===== src/rtl/riscv_core_pkg.sv =====
// Shared core types for the memory issue path: active-list index, op record and age helper.
// Active-list depth comes from the `AL_SIZE macro (defaults to 64 when not supplied).
`ifndef AL_SIZE
`define AL_SIZE 64
`endif

package riscv_core_pkg;

   localparam int AL_IDX_W      = $clog2(`AL_SIZE);
   localparam int MEM_PAYLOAD_W = 96;

   typedef logic [AL_IDX_W-1:0] al_idx_t;

   typedef struct packed {
      al_idx_t                  al_addr;
      logic [MEM_PAYLOAD_W-1:0] payload;
   } mem_op_t;

   // Distance from the oldest active-list entry; wraps naturally at AL_SIZE.
   function automatic al_idx_t al_age(input al_idx_t idx, input al_idx_t front);
      return idx - front;
   endfunction

endpackage


===== src/rtl/mem_arb_skid_fifo.sv =====
// Per-bank skid FIFO for memory-issue ops: in-order push/pop plus recall tail pullback.
// Survivors of a recall are always a prefix from the head, so only the count shrinks.
module mem_arb_skid_fifo
   import riscv_core_pkg::*;
#(
   parameter int DEPTH     = 2,
   parameter int PAYLOAD_W = MEM_PAYLOAD_W
) (
   input  logic                 clk,
   input  logic                 reset,
   input  logic                 push,
   input  al_idx_t              push_al,
   input  logic [PAYLOAD_W-1:0] push_payload,
   input  logic                 pop,
   input  logic                 recall,
   input  al_idx_t              old_front,
   input  al_idx_t              new_front,
   output logic                 full,
   output logic                 empty,
   output al_idx_t              head_al,
   output logic [PAYLOAD_W-1:0] head_payload
);

   localparam int PTR_W = (DEPTH > 1) ? $clog2(DEPTH) : 1;
   localparam int CNT_W = PTR_W + 1;

   logic [PTR_W-1:0]     rd_ptr;
   logic [PTR_W-1:0]     wr_ptr;
   logic [CNT_W-1:0]     count;
   logic [CNT_W-1:0]     keep;
   al_idx_t              kill_age;
   al_idx_t              al_mem  [DEPTH];
   logic [PAYLOAD_W-1:0] pay_mem [DEPTH];

   // Length of the surviving prefix: stop at the first entry at or beyond new_front.
   always_comb begin
      kill_age = al_age(new_front, old_front);
      keep     = '0;
      for (int i = 0; i < DEPTH; i++) begin
         if ((CNT_W'(i) < count) && (keep == CNT_W'(i)) &&
             (al_age(al_mem[rd_ptr + PTR_W'(i)], old_front) < kill_age))
            keep = CNT_W'(i + 1);
      end
   end

   assign wr_ptr       = rd_ptr + (recall ? keep[PTR_W-1:0] : count[PTR_W-1:0]);
   assign full         = (count == CNT_W'(DEPTH));
   assign empty        = (count == '0);
   assign head_al      = al_mem[rd_ptr];
   assign head_payload = pay_mem[rd_ptr];

   // The arbiter never pops in a recall cycle, so recall only rewrites the count.
   always_ff @(posedge clk or negedge reset) begin
      if (!reset) begin
         rd_ptr <= '0;
         count  <= '0;
      end else if (recall) begin
         count <= keep + CNT_W'(push);
      end else begin
         if (pop)
            rd_ptr <= rd_ptr + PTR_W'(1);
         count <= count + CNT_W'(push) - CNT_W'(pop);
      end
   end

   always_ff @(posedge clk) begin
      if (push) begin
         al_mem[wr_ptr]  <= push_al;
         pay_mem[wr_ptr] <= push_payload;
      end
   end

endmodule


===== src/rtl/mem_issue_arbiter.sv =====
// Two-bank memory-issue arbiter: oldest-first select over skid-FIFO heads into a registered port.
// Define MEM_ARB_PERF_EN to add saturating conflict/full performance counters.
`ifndef AL_SIZE
`define AL_SIZE 64
`endif

module mem_issue_arbiter
   import riscv_core_pkg::*;
#(
   parameter int AL_SIZE    = `AL_SIZE,
   parameter int PAYLOAD_W  = MEM_PAYLOAD_W,
   parameter int FIFO_DEPTH = 2
) (
   input  logic                               clk,
   input  logic                               reset,
   input  logic                               ext_stall,
   input  logic [1:0]                         in_valid,
   output logic [1:0]                         in_ready,
   input  logic [1:0][$clog2(AL_SIZE)-1:0]    in_al_addr,
   input  logic [1:0][PAYLOAD_W-1:0]          in_payload,
   input  logic                               if_recall,
   input  logic [$clog2(AL_SIZE)-1:0]         old_front,
   input  logic [$clog2(AL_SIZE)-1:0]         new_front,
   output logic                               out_valid,
   input  logic                               out_ready,
   output logic [$clog2(AL_SIZE)-1:0]         out_al_addr,
   output logic [PAYLOAD_W-1:0]               out_payload,
   output logic                               out_bank
`ifdef MEM_ARB_PERF_EN
   ,
   output logic [31:0]                        perf_conflict_cnt,
   output logic [31:0]                        perf_full_cnt
`endif
);

   logic [1:0]                fifo_full;
   logic [1:0]                fifo_empty;
   logic [1:0]                head_vld;
   logic [1:0]                push;
   logic [1:0]                pop;
   al_idx_t                   head_al      [2];
   al_idx_t                   head_age     [2];
   logic [PAYLOAD_W-1:0]      head_payload [2];
   al_idx_t                   kill_age;
   logic                      sel;
   logic                      load;
   logic                      out_fire;
   logic                      run;

   logic                      vld_p1;
   al_idx_t                   al_p1;
   logic [PAYLOAD_W-1:0]      pay_p1;
   logic                      bank_p1;

   assign kill_age = al_age(new_front, old_front);

   for (genvar b = 0; b < 2; b++) begin : g_bank
      assign head_vld[b] = ~fifo_empty[b];
      assign head_age[b] = al_age(head_al[b], old_front);
      assign in_ready[b] = run & ~fifo_full[b];
      // Incoming ops on the wrong path are dropped rather than enqueued.
      assign push[b]     = in_valid[b] & in_ready[b] &
                           ~(if_recall & (al_age(in_al_addr[b], old_front) >= kill_age));
      assign pop[b]      = load & (sel == 1'(b));

      mem_arb_skid_fifo #(
         .DEPTH     (FIFO_DEPTH),
         .PAYLOAD_W (PAYLOAD_W)
      ) u_fifo (
         .clk          (clk),
         .reset        (reset),
         .push         (push[b]),
         .push_al      (in_al_addr[b]),
         .push_payload (in_payload[b]),
         .pop          (pop[b]),
         .recall       (if_recall),
         .old_front    (old_front),
         .new_front    (new_front),
         .full         (fifo_full[b]),
         .empty        (fifo_empty[b]),
         .head_al      (head_al[b]),
         .head_payload (head_payload[b])
      );
   end

   // Bank 1 wins only when strictly older; ties fall to bank 0.
   assign sel      = head_vld[1] & (~head_vld[0] | (head_age[1] < head_age[0]));
   assign out_fire = vld_p1 & out_ready & ~ext_stall;
   assign load     = ~ext_stall & ~if_recall & (~vld_p1 | out_ready) & (|head_vld);

   // Holds in_ready low from reset assertion until the first clock after release.
   always_ff @(posedge clk or negedge reset) begin
      if (!reset)
         run <= 1'b0;
      else
         run <= 1'b1;
   end

   // ---- stage p1: registered issue port ----
   always_ff @(posedge clk or negedge reset) begin
      if (!reset) begin
         vld_p1  <= 1'b0;
         al_p1   <= '0;
         pay_p1  <= '0;
         bank_p1 <= 1'b0;
      end else if (if_recall) begin
         if (vld_p1 && (out_fire || (al_age(al_p1, old_front) >= kill_age)))
            vld_p1 <= 1'b0;
      end else if (load) begin
         vld_p1  <= 1'b1;
         al_p1   <= head_al[sel];
         pay_p1  <= head_payload[sel];
         bank_p1 <= sel;
      end else if (out_fire) begin
         vld_p1 <= 1'b0;
      end
   end

   assign out_valid   = vld_p1;
   assign out_al_addr = al_p1;
   assign out_payload = pay_p1;
   assign out_bank    = bank_p1;

`ifdef MEM_ARB_PERF_EN
   function automatic logic [31:0] sat_inc(input logic [31:0] v);
      return (&v) ? v : v + 32'd1;
   endfunction

   always_ff @(posedge clk or negedge reset) begin
      if (!reset) begin
         perf_conflict_cnt <= '0;
         perf_full_cnt     <= '0;
      end else begin
         if (load && (&head_vld))
            perf_conflict_cnt <= sat_inc(perf_conflict_cnt);
         if (|(in_valid & ~in_ready))
            perf_full_cnt <= sat_inc(perf_full_cnt);
      end
   end
`endif

endmodule


===== config.mk =====
export PLATFORM = sky130hd
export DESIGN_NAME = mem_issue_arbiter
export DESIGN_NICKNAME = d
export VERILOG_FILES = /design/src/rtl/riscv_core_pkg.sv /design/src/rtl/mem_arb_skid_fifo.sv /design/src/rtl/mem_issue_arbiter.sv
export SDC_FILE = /design/constraint.sdc
export NUM_CORES = 1
export LEC_CHECK = 0
export BUFFER_PORTS_ARGS = -buffer_cell sky130_fd_sc_hd__buf_2
export CAP_MARGIN = 20
export CORE_AREA = 2 2 230 232
export CTS_CLUSTER_SIZE = 14
export DETAILED_ROUTE_END_ITERATION = 10
export DIE_AREA = 0 0 232 234
export HOLD_SLACK_MARGIN = 0.02
export REMOVE_ABC_BUFFERS = 1
export SLEW_MARGIN = 15
export SYNTH_ARGS = -nofsm -noshare
export SYNTH_HDL_FRONTEND = slang
export SYNTH_HIERARCHICAL = 1
export SYNTH_SLANG_ARGS = --single-unit
export TNS_END_PERCENT = 1

===== constraint.sdc =====
create_clock -name clk -period 13.3 [get_ports clk]
set_clock_uncertainty 0.2 [all_clocks]
set_input_delay 2.66 -clock clk [delete_from_list [all_inputs] [get_ports clk]]
set_output_delay 2.66 -clock clk [all_outputs]
set_load 0.02 [all_outputs]

# Yosys cells after proc, flatten, opt, wreduce, memory -nomap -nowiden

Memories as Yosys holds them, arrays and structs flattened.
Index checks and enable logic that the tools add are counted.

$add $sub $neg: 18
Magnitude comparators: 13
Equality and inequality tests: 5
Muxes and demuxes: 22
Bitwise operators: 29
Reductions and logical operators: 16

Operators by type and width:

| kind                | count |
|---|---|
| $mux 96             | 3 |
| $sub 6x6->6         | 8 |
| $lt 6x6->1          | 5 |
| $ge 6x6->1          | 3 |
| $mux 6              | 3 |
| $and 1x1->1         | 16 |
| $mux 1              | 12 |
| $not 1->1           | 10 |
| $add 2x1->2         | 4 |
| $lt 1x2->1 const A  | 4 |
| $mux 2              | 4 |
| $reduce_and 2->1    | 4 |
| $logic_and 1x1->1   | 7 |
| $eq 2x1->1 const B  | 2 |
| $eq 2x2->1 const B  | 2 |
| $logic_not 2->1     | 2 |
| $sub 2x1->2         | 2 |
| $reduce_bool 3->1   | 1 |
| $add 1x1->1         | 2 |
| $add 1x1->1 const B | 2 |
| $ge 2x2->1 const B  | 1 |
| $ne 2x1->1 const B  | 1 |
| $not 1->2           | 1 |
| $or 1x1->1          | 2 |
| 2 further kinds     | 2 |

Register bits after elaboration: 111
Bits in writable memories: 408
Input bits: 223
Output and inout bits: 106
Logic and storage cells: 116
Memories: 4

Memory list:

| memory                   | depth | bits a word | read ports | clocked after memory_dff | write ports | RTL line                | RTL |
|---|---|---|---|---|---|---|---|
| g_bank[0].u_fifo.pay_mem | 2     | 96          | 1          | 0                        | 1           | mem_arb_skid_fifo.sv:33 | `logic [PAYLOAD_W-1:0] pay_mem [DEPTH];` |
| g_bank[1].u_fifo.pay_mem | 2     | 96          | 1          | 0                        | 1           | mem_arb_skid_fifo.sv:33 |  |
| g_bank[0].u_fifo.al_mem  | 2     | 6           | 2          | 0                        | 1           | mem_arb_skid_fifo.sv:32 | `al_idx_t al_mem [DEPTH];` |
| g_bank[1].u_fifo.al_mem  | 2     | 6           | 2          | 0                        | 1           | mem_arb_skid_fifo.sv:32 |  |

# Depth between registers and ports, before layout

An unclocked memory read counts as a cell.

Depth after elaboration: 11
Mapped depth: 26
Gate-level depth less buffers: 22

# Modules after synthesis

The synthesis kept the hierarchy.

By module, submodules not included:

| module            | times used | cells an instance | area an instance (um^2) | sequential area each (um^2) |
|---|---|---|---|---|
| mem_arb_skid_fifo | 2          | 442               | 8464.4                  | 6200.9 |
| mem_issue_arbiter | 1          | 563               | 6187.2                  | 2627.5 |

# Least setup slack after synthesis

Ideal clock, no wire load.

Path type: input -> register
Start: in old_front[1]
End: mem g_bank[1].u_fifo/al_mem[1][0] (netlist name) (enable)
Setup time: 0.607 ns
Arrival time: 10.269 ns
Data required time: 12.493 ns
Path slack: 2.225 ns
Cell stages on the path: 13
Path buffers: 0
Path through: inv_1 -> ha_1 -> nor2b_1 -> o21ai_1 -> nand2b_1 -> a2111o_1 -> o211a_1 -> ha_1 -> a21oi_2 -> o221ai_2 -> o21bai_4 -> o31ai_2 -> mux2i_1

Cells in the longest elaborated chain, start to end: 10
Elaborated cells on any way between the ends: 20
Classes of those cells: 5 x add/sub; 3 x order compare; 1 x eq/ne; 5 x mux; 3 x bitwise; 3 x reduce/logical

Ends and longest elaborated chain:

| what                           | RTL line                | RTL |
|---|---|---|
| start, declared                | mem_issue_arbiter.sv:22 | `input logic [$clog2(AL_SIZE)-1:0] old_front,` |
| $sub 6x6->6                    | riscv_core_pkg.sv:21    | `return idx - front;` |
| $lt 6x6->1                     | mem_arb_skid_fifo.sv:41 | `(al_age(al_mem[rd_ptr + PTR_W'(i)], old_front) < kill_age))` |
| $logic_and 1x1->1              | mem_arb_skid_fifo.sv:40 | `if ((CNT_W'(i) < count) && (keep == CNT_W'(i)) &&` |
| $mux 1                         | mem_arb_skid_fifo.sv:40 |  |
| $eq 2x1->1                     | mem_arb_skid_fifo.sv:40 |  |
| $logic_and 1x1->1 (2 in a row) | mem_arb_skid_fifo.sv:40 |  |
| $mux 2                         | mem_arb_skid_fifo.sv:40 |  |
| $mux 1                         | mem_arb_skid_fifo.sv:46 | `assign wr_ptr = rd_ptr + (recall ? keep[PTR_W-1:0] : count[PTR_W-1:0]);` |
| $add 1x1->1                    | mem_arb_skid_fifo.sv:46 |  |
| end, declared                  | mem_arb_skid_fifo.sv:32 |  |

Parallel ways exist; a longest one is shown, timed or not.

# Final worst setup path

Start: in old_front[1]
End: mem g_bank[1].u_fifo/pay_mem[0][5] (netlist name) (enable)

Cells in the longest elaborated chain, start to end: 10
Elaborated cells on any way between the ends: 20
Classes of those cells: 5 x add/sub; 3 x order compare; 1 x eq/ne; 5 x mux; 3 x bitwise; 3 x reduce/logical

Ends and longest elaborated chain:

| what                           | RTL line |
|---|---|
| $sub 6x6->6                    | riscv_core_pkg.sv:21 |
| $lt 6x6->1                     | mem_arb_skid_fifo.sv:41 |
| $logic_and 1x1->1              | mem_arb_skid_fifo.sv:40 |
| $mux 1                         | mem_arb_skid_fifo.sv:40 |
| $eq 2x1->1                     | mem_arb_skid_fifo.sv:40 |
| $logic_and 1x1->1 (2 in a row) | mem_arb_skid_fifo.sv:40 |
| $mux 2                         | mem_arb_skid_fifo.sv:40 |
| $mux 1                         | mem_arb_skid_fifo.sv:46 |
| $add 1x1->1                    | mem_arb_skid_fifo.sv:46 |
| end, declared                  | mem_arb_skid_fifo.sv:33 |

Parallel ways exist; a longest one is shown, timed or not.

==> impl_results.md <==
* Status: complete, no violations
* Initial drt markers at 892
* PortBufs at 328
* #FFs+latches synth at 519
* DIE AREA at 54290 sq um
* Fin. max-slew vios at 0
* WHS Path Cells at 2
* Hold Crit Class: register to register
* P_int at 4056 uW
* DR vias at 13690
* Peak VDD IR at 0.0001278 V
* Sw Share at 33.66%
* Post-synthesis async set-or-reset flop share at 21.39%
* Least-Margin Pin Slew at 1.100 ns
* # DRC at 0
* Combinational share of power at 35.8%
* H-tree depth at 2
* Worst-case reg-to-reg path depth at 14
* IO Count at 329
* Sequential area share after synthesis at 65.02%
* Hold Path End: out_bank$_DFFE_PN0P_
* Placeable core area at 52020 sq um
* Reg2reg end: g_bank[1].u_fifo/pay_mem[0][5]$_DFFE_PP_
* CTS Buf Count at 54
* Setup bufs post-CTS at 0
* Cell count after synthesis at 1447
* Setup Total Neg Slack at 0 ns
* Root Buffer: clkbuf_16
* Worst-path fanout max at 71
* Hold buffer count at CTS at 0
* # rows at 84
* Main synth FF type: edfxtp_1
* Launch point of the worst reg-to-reg path: g_bank[1].u_fifo/rd_ptr$_DFFE_PN0P_
* Final worst-path cycle share at 54.76%
* R2r setup slk at 7.30 ns
* Synth top area share at 53.00%
* Critical path class: primary input to register
* RePlAce Congestion at 0.8276
* Period minus WS final at 7.282 ns
* DP HPWL at 37870 microns
* Share of layout cells above drive strength 1 at 35.71%
* Slew HR at 26.69%
* Crit end category: register
* Clock tree sinks at 519
* Req. time, crit path at 13.32 ns
* Final Hold Viols at 0
* Setup repair after global routing missed its margin: no
* Reg clk slew, reported paths at 0.06 ns
* Mapped Area at 23120 sq um
* Endpoints failing setup at 0
* Vias per cell at 5.392
* Routed wire length at 58660 microns
* TritonCTS clock tree: built
* Maxcap violations at 0
* Critical Path AT at 7.30 ns
* GR Overflow Total at 0
* FF/Latch Area at 15040 sq um
* ANT nets after route at 0
* Overall Global Routing Usage at 21.44%
* Static Leak at 0.01083 uW
* Clock Power Share at 25.5%
* Fillcell total at 4330
* Number of synthesized flops with an enable pin at 408
* Largest net degree at the start of global routing at 79
* Nets at 2129
* Clock Latency Late Sink at 0.62 ns
* Pwr Density at 223.0 nW/um^2
* Final instance area at 27420 sq um
* Hold path start: out_bank$_DFFE_PN0P_
* Power share of the sequential group at 38.6%
* Peak Freq at 137.3 MHz
* Die height at 234 microns
* Area of the multi-input gates at 7635 sq um
* Synth area leaders: edfxtp_1 53%, dfrtp_1 12%, mux2_2 9.7%
* Initial antenna violation count at 25
* Biggest area consumer among synthesized cells: edfxtp_1
* Post-CTS Resized at 0
* Distinct cell type count after synthesis at 55
* Area Growth Syn to Fin at 18.61%
* Drt first pass iters at 5
* Cell Area, Placed at 25510 sq um
* Synth top cells by count: 408 x edfxtp_1, 200 x mux2_2, 111 x dfrtp_1
* Initial core utilization at 44.43%
* Routed wire per std cell at 23.10 microns
* Avg Inst Size Synth at 15.98 sq um
* Most frequent cell after synthesis: edfxtp_1
* Global-route wire length before repair at 86340 microns
* Critical Path Start Type: primary input
* Chip Width at 232 microns
* Yosys Warn Count at 6
* Net Sw Power at 2058 uW
* Clock tree buffer depth at 3
* Util after Layout at 52.70%
* Vias in the first global route at 14230
==> per-layer routing <==
metal  GRT usage (%)  wire length [microns]  part of all wire [%]  up-vias
met3           5.557                   3571                   6.1      109
met2           35.03                  28380                    48      350
met4           6.430                   1419                   2.4       24
li1                -                      -                     -     6303
met1           28.25                  25140                    43     6905
met5               0                    140                  0.24        -
==> through the flow <==
stage | hold slack, ns | setup slack, ns | power, uW | instances
6_report | 0.3415 | 6.018 | 6113 | 2539
2_1_floorplan | 0.3759 | 2.225 | 3942 | 1388
3_3_place_gp | 0.3026 | 5.434 | 4569 | 2422
4_1_cts | 0.3457 | 5.997 | 6186 | 2524
3_5_place_dp | 0.3317 | 5.349 | 4604 | 2422
5_1_grt | 0.3629 | 5.741 | 6447 | 2531
==> power by group through the flow <==
stage | logic (uW) | registers, uW | clock network [uW]
after detailed placement | 2210 | 2390 | 0
after floorplan | 1310 | 2630 | 0
after global routing | 2390 | 2400 | 1660
after CTS | 2220 | 2370 | 1600
after global placement | 2180 | 2390 | 0
final | 2190 | 2360 | 1560
==> worst max path at each step <==
| stage | startpoint | end | slack, ns | cells past startpoint |
|---|---|---|---|---|
| 2_1_floorplan | g_bank[1].u_fifo/rd_ptr$_DFFE_PN0P_ | g_bank[1].u_fifo/al_mem[1][0]$_DFFE_PP_ | 2.23 | 12 |
| 3_3_place_gp | old_front[1] | g_bank[1].u_fifo/pay_mem[0][75]$_DFFE_PP_ | 5.43 | 16 |
| 3_5_place_dp | old_front[1] | g_bank[1].u_fifo/pay_mem[1][28]$_DFFE_PP_ | 5.35 | 16 |
| 4_1_cts | old_front[1] | g_bank[1].u_fifo/pay_mem[1][75]$_DFFE_PP_ | 6.00 | 16 |
| 5_1_grt | old_front[1] | g_bank[1].u_fifo/pay_mem[0][60]$_DFFE_PP_ | 5.74 | 16 |
| 6_report | old_front[1] | g_bank[1].u_fifo/pay_mem[0][5]$_DFFE_PP_ | 6.02 | 16 |
==> layout by cell type, fill, tap and decap left out, types with 14 or more instances in the layout <==
cell type,Yosys,final
inv_1,47,47
nor2_1,15,14
edfxtp_1,408,408
diode_2,0,14
clkbuf_1,18,18
xnor2_1,30,30
buf_4,1,18
mux2_2,200,200
buf_2,32,327
a221o_1,102,102
xor2_1,22,22
dfrtp_1,111,109
a21oi_1,40,40
and2_1,104,104
clkbuf_16,0,54
ha_1,103,103
nand2_1,29,29
a21o_1,25,25
==> registers in the layout, indices dropped and copies added (netlist names) <==
register and count:
g_bank.u_fifo/count 4, run 1, out_al_addr 6, out_bank 1, g_bank.u_fifo/al_mem 24, g_bank.u_fifo/pay_mem 384
out_valid 1, g_bank.u_fifo/rd_ptr 2, out_payload 96
==> critical path, stage by stage <==
cell and delay (ns):
buf_2 0.13, inv_1 0.24, ha_1 0.28, nor2b_1 0.13
o21ai_1 0.13, nand2b_1 0.13, a2111o_1 0.42, o211a_1 0.16
ha_1 0.33, a21oi_2 0.14, o221ai_2 0.09, o21bai_4 0.19
o31ai_2 0.49, mux2i_4 0.30, buf_4 0.43, buf_4 0.86
==> cell type report <==
class / instances / share of cell area [%]
Tap cell: 688 / 3.140
Timing Repair Buffer: 347 / 6.603
Clock inverter: 24 / 1.264
Clock buffer: 78 / 5.476
Multi-Input combinational cell: 818 / 27.85
Sequential cell: 519 / 54.84
Antenna cell: 14 / 0.1278
Inverter: 51 / 0.6982
==> cells by family (layout without fill, tap and decap cells) <==
| logic type | Yosys count | after routing | synth area share [%] |
|---|---|---|---|
| flops | 519 | 519 | 65.02 |
| compound gates | 237 | 237 | 8.547 |
| mux | 222 | 222 | 10.76 |
| simple gates | 189 | 189 | 4.644 |
| fa+ha+maj | 115 | 115 | 6.614 |
| buf+inv | 110 | 500 | 2.235 |
| xor+xnor | 54 | 54 | 2.165 |
| other cells | 1 | 15 | 0.01622 |
(Power assumes the default switching activity.)
